===== src/rtl/key_sw_ctrl_pkg.sv =====
// Shared constants for the key/switch controller: register window base, register
// offsets and the register-select decode used by the controller and the processor top.
package key_sw_ctrl_pkg;

  localparam logic [15:0] KSW_BASE_DEFAULT = 16'hFFF0;

  localparam logic [2:0] OFF_KDATA = 3'd0;
  localparam logic [2:0] OFF_SDATA = 3'd2;
  localparam logic [2:0] OFF_KEVT  = 3'd4;
  localparam logic [2:0] OFF_KMASK = 3'd6;

  localparam int NUM_KEYS = 4;
  localparam int NUM_SW   = 10;

  typedef enum logic [1:0] {
    REG_KDATA = 2'd0,
    REG_SDATA = 2'd1,
    REG_KEVT  = 2'd2,
    REG_KMASK = 2'd3
  } reg_sel_e;

  // Byte address bit 0 is ignored, so only bits [2:1] pick the halfword register.
  function automatic reg_sel_e decode_reg(input logic [1:0] off_hi);
    case ({off_hi, 1'b0})
      OFF_KDATA: return REG_KDATA;
      OFF_SDATA: return REG_SDATA;
      OFF_KEVT:  return REG_KEVT;
      OFF_KMASK: return REG_KMASK;
      default:   return REG_KDATA;
    endcase
  endfunction

endpackage


===== src/rtl/key_sw_ctrl_if.sv =====
// Processor data-memory port into the key/switch register window.
// Handshake: no valid/ready; a load is combinational on addr, a store commits on the
// rising clock edge while we=1, and sel flags that addr falls inside the window.
interface key_sw_ctrl_if #(
  parameter int DBITS = 16
);
  logic [DBITS-1:0] addr;
  logic [DBITS-1:0] wdata;
  logic             we;
  logic [DBITS-1:0] rdata;
  logic             sel;

  modport master (output addr, output wdata, output we, input rdata, input sel);
  modport slave  (input addr, input wdata, input we, output rdata, output sel);
endinterface


===== src/rtl/debounce_cell.sv =====
// One pushbutton: 2-flop synchronizer, per-key debounce counter and debounced bit.
// armed_o goes high once a genuinely sampled released level has been seen since reset.
module debounce_cell #(
  parameter int unsigned DEBOUNCE_CYCLES = 500000
) (
  input  logic clk_i,
  input  logic rst_ni,
  input  logic raw_i,
  output logic deb_o,
  output logic armed_o
);

  localparam int unsigned CW = $clog2(DEBOUNCE_CYCLES + 1);
  localparam logic [CW-1:0] CNT_LAST = CW'(DEBOUNCE_CYCLES - 1);
  localparam logic [CW-1:0] CNT_MAX  = CW'(DEBOUNCE_CYCLES);

  logic          sync1_q;
  logic          sync2_q;
  logic          deb_q;
  logic          armed_q;
  logic [1:0]    valid_q;
  logic [CW-1:0] cnt_q;

  always_ff @(posedge clk_i or negedge rst_ni) begin
    if (!rst_ni) begin
      sync1_q <= 1'b1;
      sync2_q <= 1'b1;
      deb_q   <= 1'b1;
      armed_q <= 1'b0;
      valid_q <= 2'b00;
      cnt_q   <= '0;
    end else begin
      sync1_q <= raw_i;
      sync2_q <= sync1_q;
      valid_q <= {valid_q[0], 1'b1};
      // sync2_q holds the reset constant until two edges after release; only a real
      // released level may arm event generation, so a press held across reset is ignored.
      if (valid_q[1] && sync2_q) begin
        armed_q <= 1'b1;
      end
      if (sync2_q == deb_q) begin
        cnt_q <= '0;
      end else if (cnt_q == CNT_LAST) begin
        deb_q <= sync2_q;
        cnt_q <= '0;
      end else if (cnt_q != CNT_MAX) begin
        cnt_q <= cnt_q + CW'(1);
      end
    end
  end

  assign deb_o   = deb_q;
  assign armed_o = armed_q;

endmodule


===== src/rtl/key_sw_ctrl.sv =====
// Memory-mapped pushbutton/slide-switch controller: debounced key and switch state,
// sticky key-press events with write-1-to-clear, an event mask and a pending flag.
module key_sw_ctrl
  import key_sw_ctrl_pkg::*;
#(
  parameter int unsigned      DBITS           = 16,
  parameter int unsigned      DEBOUNCE_CYCLES = 500000,
  parameter logic [DBITS-1:0] BASE            = DBITS'(KSW_BASE_DEFAULT)
) (
  input  logic                 clk_i,
  input  logic                 rst_ni,
  input  logic [NUM_KEYS-1:0]  key_i,
  input  logic [NUM_SW-1:0]    sw_i,
  key_sw_ctrl_if.slave         bus,
  output logic                 evt_pending_o
);

  localparam int unsigned CW = $clog2(DEBOUNCE_CYCLES + 1);
  localparam logic [CW-1:0] CNT_LAST = CW'(DEBOUNCE_CYCLES - 1);
  localparam logic [CW-1:0] CNT_MAX  = CW'(DEBOUNCE_CYCLES);

  logic [NUM_KEYS-1:0] key_deb;
  logic [NUM_KEYS-1:0] key_armed;

  for (genvar k = 0; k < NUM_KEYS; k++) begin : g_key
    debounce_cell #(
      .DEBOUNCE_CYCLES(DEBOUNCE_CYCLES)
    ) u_cell (
      .clk_i  (clk_i),
      .rst_ni (rst_ni),
      .raw_i  (key_i[k]),
      .deb_o  (key_deb[k]),
      .armed_o(key_armed[k])
    );
  end

  // Switch group: one shared counter for the whole vector.
  logic [NUM_SW-1:0] sw_sync1_q, sw_sync2_q, sw_prev_q, sw_deb_q, sw_deb_d;
  logic [CW-1:0]     sw_cnt_q, sw_cnt_d, sw_run;

  always_comb begin
    sw_deb_d = sw_deb_q;
    sw_cnt_d = sw_cnt_q;
    // A change of the synchronized vector restarts the stability run at this edge.
    sw_run   = (sw_sync2_q != sw_prev_q) ? '0 : sw_cnt_q;
    if (sw_sync2_q == sw_deb_q) begin
      sw_cnt_d = '0;
    end else if (sw_run == CNT_LAST) begin
      sw_deb_d = sw_sync2_q;
      sw_cnt_d = '0;
    end else if (sw_run != CNT_MAX) begin
      sw_cnt_d = sw_run + CW'(1);
    end else begin
      sw_cnt_d = sw_run;
    end
  end

  // Register file decode.
  logic     sel;
  logic     wr_en;
  reg_sel_e reg_sel;

  assign sel     = (bus.addr[DBITS-1:3] == BASE[DBITS-1:3]);
  assign reg_sel = decode_reg(bus.addr[2:1]);
  assign wr_en   = bus.we && sel;

  logic [NUM_KEYS-1:0] key_deb_prev_q;
  logic [NUM_KEYS-1:0] kevt_q, kevt_d, kevt_set, kevt_clr;
  logic [NUM_KEYS-1:0] kmask_q, kmask_d;
  logic                evt_pending_q;

  always_comb begin
    kevt_set = key_deb_prev_q & ~key_deb & key_armed;
    kevt_clr = (wr_en && reg_sel == REG_KEVT) ? bus.wdata[NUM_KEYS-1:0] : '0;
    // Set is OR-ed in after the clear so a simultaneous press survives the clear.
    kevt_d   = (kevt_q & ~kevt_clr) | kevt_set;
    kmask_d  = (wr_en && reg_sel == REG_KMASK) ? bus.wdata[NUM_KEYS-1:0] : kmask_q;
  end

  always_ff @(posedge clk_i or negedge rst_ni) begin
    if (!rst_ni) begin
      sw_sync1_q     <= '0;
      sw_sync2_q     <= '0;
      sw_prev_q      <= '0;
      sw_deb_q       <= '0;
      sw_cnt_q       <= '0;
      key_deb_prev_q <= '1;
      kevt_q         <= '0;
      kmask_q        <= '0;
      evt_pending_q  <= 1'b0;
    end else begin
      sw_sync1_q     <= sw_i;
      sw_sync2_q     <= sw_sync1_q;
      sw_prev_q      <= sw_sync2_q;
      sw_deb_q       <= sw_deb_d;
      sw_cnt_q       <= sw_cnt_d;
      key_deb_prev_q <= key_deb;
      kevt_q         <= kevt_d;
      kmask_q        <= kmask_d;
      evt_pending_q  <= |(kevt_q & kmask_q);
    end
  end

  always_comb begin
    bus.rdata = '0;
    if (sel) begin
      case (reg_sel)
        REG_KDATA: bus.rdata = DBITS'(key_deb);
        REG_SDATA: bus.rdata = DBITS'(sw_deb_q);
        REG_KEVT:  bus.rdata = DBITS'(kevt_q);
        REG_KMASK: bus.rdata = DBITS'(kmask_q);
        default:   bus.rdata = '0;
      endcase
    end
  end

  assign bus.sel       = sel;
  assign evt_pending_o = evt_pending_q;

  logic unused_bits;
  assign unused_bits = ^{bus.addr[0], bus.wdata[DBITS-1:NUM_KEYS]};

endmodule


===== src/flat_wrapper.sv =====
// flat-port wrapper written by rule: the top's interface ports become plain ports
module key_sw_ctrl_flat import key_sw_ctrl_pkg::*;
#(
  parameter int unsigned      DBITS           = 16,
  parameter int unsigned      DEBOUNCE_CYCLES = 500000,
  parameter logic [DBITS-1:0] BASE            = DBITS'(KSW_BASE_DEFAULT)
)
  (clk_i, rst_ni, key_i, sw_i, evt_pending_o, bus_addr, bus_wdata, bus_we, bus_rdata, bus_sel);
  key_sw_ctrl_if #(.DBITS(DBITS)) bus_i ();
  input  logic clk_i;
  input  logic rst_ni;
  input  logic [NUM_KEYS-1:0] key_i;
  input  logic [NUM_SW-1:0] sw_i;
  output logic evt_pending_o;
  input wire logic [$bits(bus_i.addr)-1:0] bus_addr;
  input wire logic [$bits(bus_i.wdata)-1:0] bus_wdata;
  input wire logic [$bits(bus_i.we)-1:0] bus_we;
  output wire logic [$bits(bus_i.rdata)-1:0] bus_rdata;
  output wire logic [$bits(bus_i.sel)-1:0] bus_sel;
  assign bus_i.addr = bus_addr;
  assign bus_i.wdata = bus_wdata;
  assign bus_i.we = bus_we;
  assign bus_rdata = bus_i.rdata;
  assign bus_sel = bus_i.sel;
  key_sw_ctrl #(.DBITS(DBITS), .DEBOUNCE_CYCLES(DEBOUNCE_CYCLES), .BASE(BASE)) u_core (.clk_i(clk_i), .rst_ni(rst_ni), .key_i(key_i), .sw_i(sw_i), .bus(bus_i), .evt_pending_o(evt_pending_o));
endmodule

===== config.mk =====
export PLATFORM = sky130hd
export DESIGN_NAME = key_sw_ctrl_flat
export DESIGN_NICKNAME = d
export VERILOG_FILES = /design/src/rtl/key_sw_ctrl_pkg.sv /design/src/rtl/key_sw_ctrl_if.sv /design/src/rtl/debounce_cell.sv /design/src/rtl/key_sw_ctrl.sv /design/src/flat_wrapper.sv
export SDC_FILE = /design/constraint.sdc
export NUM_CORES = 1
export LEC_CHECK = 0
export BUFFER_PORTS_ARGS = -buffer_cell sky130_fd_sc_hd__buf_2
export CORE_MARGIN = 8
export CORE_UTILIZATION = 50
export DETAILED_ROUTE_END_ITERATION = 10
export PLACE_DENSITY = 0.68
export RECOVER_POWER = 25
export SYNTH_ARGS = -nofsm -noshare
export SYNTH_HDL_FRONTEND = slang
export SYNTH_HIERARCHICAL = 1
export SYNTH_SLANG_ARGS = --single-unit
export TNS_END_PERCENT = 5

===== constraint.sdc =====
create_clock -name clk_i -period 3.17 [get_ports clk_i]
set_input_delay 0.1585 -clock clk_i [delete_from_list [all_inputs] [get_ports clk_i]]
set_output_delay 0.1585 -clock clk_i [all_outputs]
set_load 0.03 [all_outputs]

==> run summary, run 1 <==
WL/cell: 14.93 um
clock buffer depth: 2
Final Skew: 0.01354 ns
synth-to-layout area growth: 14.55%
Max Fclk: 341.1 MHz
largest net degree at the start of global routing: 78
Via-to-Cell Ratio: 5.377
setup bufs post-CTS: 0
Initial DRT Pass Iterations: 4
fin cells: 1067
Worst EP required: 3.49 ns
Buffers on Ports: 47
Std-Cell Rows: 47
setup_tns: 0 ns
max-slew violations: 78
CTS buffer count: 17
Max-Cap Viols: 1
Filler Cell Count: 1362
share of cells above drive strength 1: 0.1558
synth warn: 6
Total Routing Usage GR: 0.1647
Commonest cells post-synth: dfrtp_1 (156), nor2_1 (79), xnor2_1 (63)
Area contributors post-synth: dfrtp_1 (47%), xnor2_1 (6.7%), dfstp_2 (5.1%)
vias in the first global route: 5769
CP Data Arrival Time: 3.25 ns
min-delay worst type: in -> reg
area of the multi-input gates: 3709 um2
cells after synthesis: 770
Critical Setup Path Class: reg -> reg
slew margin rel.: -0.2487
htree depth: 4
Ports: 67
final setup violation count: 0
failing checks: capacitance limit, slew limit
Tmin final: 2.932 ns
clk_lat worst skew: 0.44 ns
Root Buffer: clkbuf_16
dpl cells: 1017
EDFF count, synth: 0
endpoint type of the worst setup path: register
P_leak: 3.775 nW
final RePlAce weighted congestion: 0.8611
Die Y: 144.6 um
Worst Tran Pin Value: 1.873 ns
fin nets: 893
Starting Density: 0.5043
RSZ-0062 raised after global routing: false
Final Cycle Share: 0.9249
most area-hungry cell type in the Yosys netlist: dfrtp_1
Yosys cell types: 57
post-synthesis sequential area ratio: 0.5226
Horiz. Die Dim: 144.6 um
top_reg_cell synth: dfrtp_1
final hold vios: 0
# DRC: 0
DRT iter0 DRCs: 253
diode count: 0
Async SR Flop Fraction: 1.000
Seq cells post-synth: 172
DR vias: 5737
core area: 16410 um2
initial antenna violation count: 0
Final HPWL DP: 11250 um
Worst-path clk slew: 0.07 ns
first-pass GRT wire length: 27610 um
WL final: 15930 um
CP max FO: 10
PD cells: 481.1 nW/um2
top-count cell post-synth: dfrtp_1
status: finished, violations left
Cell Area, Synth: 8274 um2
worst hold slack: 0.03915 ns
clk sinks: 172
Synth Area per Inst: 10.75 um2
worst vdd ir: 542.5 uV
CTS tree: built
gr ovfl total: 0
Worst setup SP type: register
Post-DRT Antenna Nets: 0
Synth top area share: 0.4718
die area: 20920 um2
FF/Latch Area: 4324 um2
[cells in the final DEF, fill, tap and decap left out, drive strengths merged, types with 5 or more instances in the layout]
cell type and count:
a21oi 17, and2 12, and4 5, buf 52, clkbuf 18, clkinv 11, conb 10, dfrtp 156
dfstp 16, dlygate4sd3 18, ha 10, inv 26, mux2 18, nand2 60, nand2b 5, nand3 36
nand3b 9, nand4 31, nor2 80, nor3 36, nor3b 5, nor4 15, nor4b 5, nor4bb 5
o21ai 9, o22ai 5, o31ai 9, or2 9, or3 8, or4 17, xnor2 63, xor2 33
[worst max-delay path: stages, from the launching register on]
cell and delay, ns:
dfrtp_1 0.43, xnor2_1 0.16, nand4_1 0.18, nor3_4 0.30, nand2_1 0.14, inv_1 0.08
ha_1 0.22, nand4_1 0.20, nand2b_1 0.22, nor2_1 0.15, and3_1 0.18, buf_4 0.23
mux2_4 0.32
[per-stage QoR]
stage,worst slack [ns],area (um2),utilization,total power [W]
5_1_grt,0.02385,9478,0.5777,0.004744
3_3_place_gp,0.3934,8671,0.5285,0.002496
2_1_floorplan,0.6142,8293,-,0.002419
4_1_cts,0.2026,9478,0.5777,0.004633
3_5_place_dp,0.2394,8671,0.5285,0.002504
6_report,0.2381,9478,0.5777,0.004560
[report_power, final]
| group | switching (W) | internal (W) |
|---|---|---|
| Clock | 0.00101 | 0.00108 |
| Combinational | 0.000116 | 0.0000790 |
| Sequential | 0.0000421 | 0.00224 |
[registers in the layout (all words and copies together) (netlist names)]
register / count
u_core/g_key.u_cell/sync1_q: 4
u_core/kevt_q: 4
u_core/g_key.u_cell/armed_o: 4
u_core/evt_pending_o: 1
u_core/g_key.u_cell/cnt_q: 76
u_core/kmask_q: 4
u_core/sw_deb_q: 10
u_core/g_key.u_cell/sync2_q: 4
u_core/sw_prev_q: 10
u_core/sw_sync1_q: 10
u_core/g_key.u_cell/valid_q: 8
u_core/g_key.u_cell/deb_o: 4
u_core/sw_cnt_q: 19
u_core/sw_sync2_q: 10
u_core/key_deb_prev_q: 4
[worst paths after layout]
| path | startpoint | to | slack, ns | cells after the start |
|---|---|---|---|---|
| setup / recovery | u_core/sw_sync2_q[9]$_DFF_PN0_ | u_core/sw_deb_q[8]$_DFFE_PN0P_ | 0.24 | 12 |
| setup reg to reg | u_core/sw_sync2_q[9]$_DFF_PN0_ | u_core/sw_deb_q[8]$_DFFE_PN0P_ | 0.24 | 12 |
| max in group asynchronous | rst_ni | u_core/key_deb_prev_q[1]$_DFF_PN1_ | 0.99 | 3 |
| hold reg to reg | u_core/g_key[2].u_cell/valid_q[0]$_DFF_PN0_ | u_core/g_key[2].u_cell/valid_q[1]$_DFF_PN0_ | 0.35 | 0 |
| hold / removal | bus_wdata[3] | u_core/kmask_q[3]$_DFFE_PN0P_ | 0.04 | 2 |
| min in group asynchronous | rst_ni | u_core/g_key[3].u_cell/cnt_q[9]$_DFFE_PN0P_ | 0.78 | 2 |
[cell families after synthesis]
| group | share of synthesized area |
|---|---|
| AOI/OAI and AO/OA | 0.04899 |
| muxes | 0.03992 |
| xor gates and xnor gates | 0.1016 |
| buffers and inverters | 0.03221 |
| DFF | 0.5226 |
| other | 0.002269 |
| adders and majority gates | 0.01512 |
| and+or+nand+nor | 0.2373 |
[cell type report]
| type | instances | share of cell area |
|---|---|---|
| Clock inverter | 15 | 0.02125 |
| Inverter | 22 | 0.008713 |
| Tap cell | 220 | 0.02904 |
| Sequential cell | 172 | 0.4562 |
| Timing Repair Buffer | 71 | 0.04858 |
| Multi-Input combinational cell | 550 | 0.3913 |
| Clock buffer | 17 | 0.04488 |
[repair_timing]
action	in CTS	in global routing
hold buffers	18	0
endpoints found under the setup margin	0	9
endpoints found under the hold margin	80	0
gates resized for setup	0	1
[per-layer routing]
metal / vias up / global-route usage / wire length (um)
li1: 2800 / - / -
met2: 95 / 0.2741 / 7918
met3: 12 / 0.04358 / 607
met4: 0 / 0.04600 / 153
met5: - / 0 / 0
met1: 2830 / 0.2075 / 7248
Note: power is estimated with default switching activity, not from simulation.
==> run 2: changes to the inputs <==
--- a/config.mk
+++ b/config.mk
@@ -8,6 +8,7 @@
 export BUFFER_PORTS_ARGS = -buffer_cell sky130_fd_sc_hd__buf_2
 export CORE_MARGIN = 8
 export CORE_UTILIZATION = 50
+export CTS_BUF_LIST = sky130_fd_sc_hd__clkbuf_4 sky130_fd_sc_hd__clkbuf_8
 export DETAILED_ROUTE_END_ITERATION = 10
 export PLACE_DENSITY = 0.68
 export RECOVER_POWER = 25
==> run summary, run 2 (same netlist as run 1, synthesis figures left out) <==
final setup violation count: 0
min-delay worst type: in -> reg
fin cells: 1068
final hold vios: 0
Horiz. Die Dim: 144.6 um
Largest Register: u_core/g_key.u_cell/cnt_q
CP max FO: 10
DR vias: 5772
final std cell area, no fill: 9296 um2
Worst-path clk slew: 0.11 ns
# DRC: 0
Final Skew: 0.02183 ns
WL/cell: 14.91 um
gr ovfl total: 0
PD cells: 433.6 nW/um2
CTS tree: built
total power: 0.004031 W
Tmin final: 2.933 ns
WL final: 15920 um
htree depth: 4
biggest regs: u_core/g_key.u_cell/cnt_q: 76 flops, u_core/sw_cnt_q: 19 flops
Max Fclk: 340.9 MHz
most frequent cells in the layout: dfrtp_1 (156), nor2_1 (79), xnor2_1 (63)
slew margin rel.: -0.2488
diode count: 0
setup bufs post-CTS: 0
Final HPWL DP: 11250 um
Final Cycle Share: 0.9252
largest net degree at the start of global routing: 78
final RePlAce weighted congestion: 0.8611
first-pass GRT wire length: 27770 um
Worst Tran Pin Value: 1.873 ns
die area: 20920 um2
area of the multi-input gates: 3709 um2
Starting Density: 0.5043
DRT iter0 DRCs: 221
clock buffer depth: 2
share of cells above drive strength 1: 0.1557
Post-DRT Antenna Nets: 0
Ports: 67
max-slew violations: 78
worst vdd ir: 417.0 uV
CTS buffer count: 17
setup_tns: 0 ns
endpoint type of the worst setup path: register
Via-to-Cell Ratio: 5.404
Die Y: 144.6 um
Worst setup SP type: register
Filler Cell Count: 1390
max reg flops: 76
fin nets: 894
clk sinks: 172
failing checks: capacitance limit, slew limit
Worst EP required: 3.53 ns
Critical Setup Path Class: reg -> reg
RSZ-0062 raised after global routing: false
vias in the first global route: 5759
Std-Cell Rows: 47
Root Buffer: clkbuf_8
Initial DRT Pass Iterations: 4
status: finished, violations left
FF/Latch Area: 4324 um2
initial antenna violation count: 0
synth-to-layout area growth: 12.35%
core area: 16410 um2
Total Routing Usage GR: 0.1664
clk_lat worst skew: 0.48 ns
CP Data Arrival Time: 3.30 ns
most common cell after layout, fill and taps aside: dfrtp_1
worst hold slack: 0.1259 ns
Buffers on Ports: 47
Max-Cap Viols: 1
dpl cells: 1017
P_leak: 3.692 nW
Area after DPL: 8671 um2
## run 2: cell count changes in the layout (fill, tap and decap cells not counted)
cell           before  now
clkbuf_8            0   17
clkbuf_16          17    0
dlygate4sd3_1      18   19
## run 2: cell type report
class                   instances  area share
clock buffers                  17     0.02517
clock inverters                15     0.02167
inverters                      22    0.008883
multi-input cells             550      0.3989
flip-flops and latches        172      0.4651
well taps                     220     0.02961
repair buffers                 72     0.05061
## run 2: critical path, stage by stage (launching register included)
cell	delay, ns
dfrtp_1	0.45
xnor2_1	0.17
nand4_1	0.18
nor3_4	0.30
nand2_1	0.14
inv_1	0.07
ha_1	0.22
nand4_1	0.19
nand2b_1	0.22
nor2_1	0.15
and3_1	0.18
buf_4	0.23
mux2_4	0.32
## run 2: final timing paths
path	startpoint	endpoint	slack (ns)	depth (start not counted)
hold reg to reg	u_core/g_key[3].u_cell/valid_q[0]$_DFF_PN0_	u_core/g_key[3].u_cell/valid_q[1]$_DFF_PN0_	0.36	0
setup reg to reg	u_core/sw_sync2_q[9]$_DFF_PN0_	u_core/sw_deb_q[4]$_DFFE_PN0P_	0.24	12
max in group asynchronous	rst_ni	u_core/g_key[1].u_cell/sync2_q$_DFF_PN1_	1.04	3
setup / recovery	u_core/sw_sync2_q[9]$_DFF_PN0_	u_core/sw_deb_q[4]$_DFFE_PN0P_	0.24	12
hold / removal	bus_we	u_core/kevt_q[1]$_DFF_PN0_	0.13	5
min in group asynchronous	rst_ni	u_core/g_key[3].u_cell/cnt_q[9]$_DFFE_PN0P_	0.73	2
## run 2: stage by stage
stage / util / setup slack (ns)
floorplan: - / 0.6142
global placement: 0.5285 / 0.3934
detailed placement: 0.5285 / 0.2394
CTS: 0.5666 / 0.1882
global route: 0.5666 / 0.01292
finish: 0.5666 / 0.2370
## run 2: power breakdown
part	switching [W]	leakage, nW	internal (W)
registers	0.0000424	2.20	0.00224
logic	0.000115	1.28	0.0000795
clock network	0.000941	0.214	0.000615
## run 2: routing by layer
metal  GRT usage  routed length (um)
met1      0.2083                7296
met2      0.2732                7788
met3     0.04160                 538
met4     0.06243                 296
met5           0                   0
## run 2: repair_timing
action	in CTS	in global routing
hold buffers	19	0
setup endpoints to repair	0	10
hold endpoints to repair	85	0
resized for setup	0	1
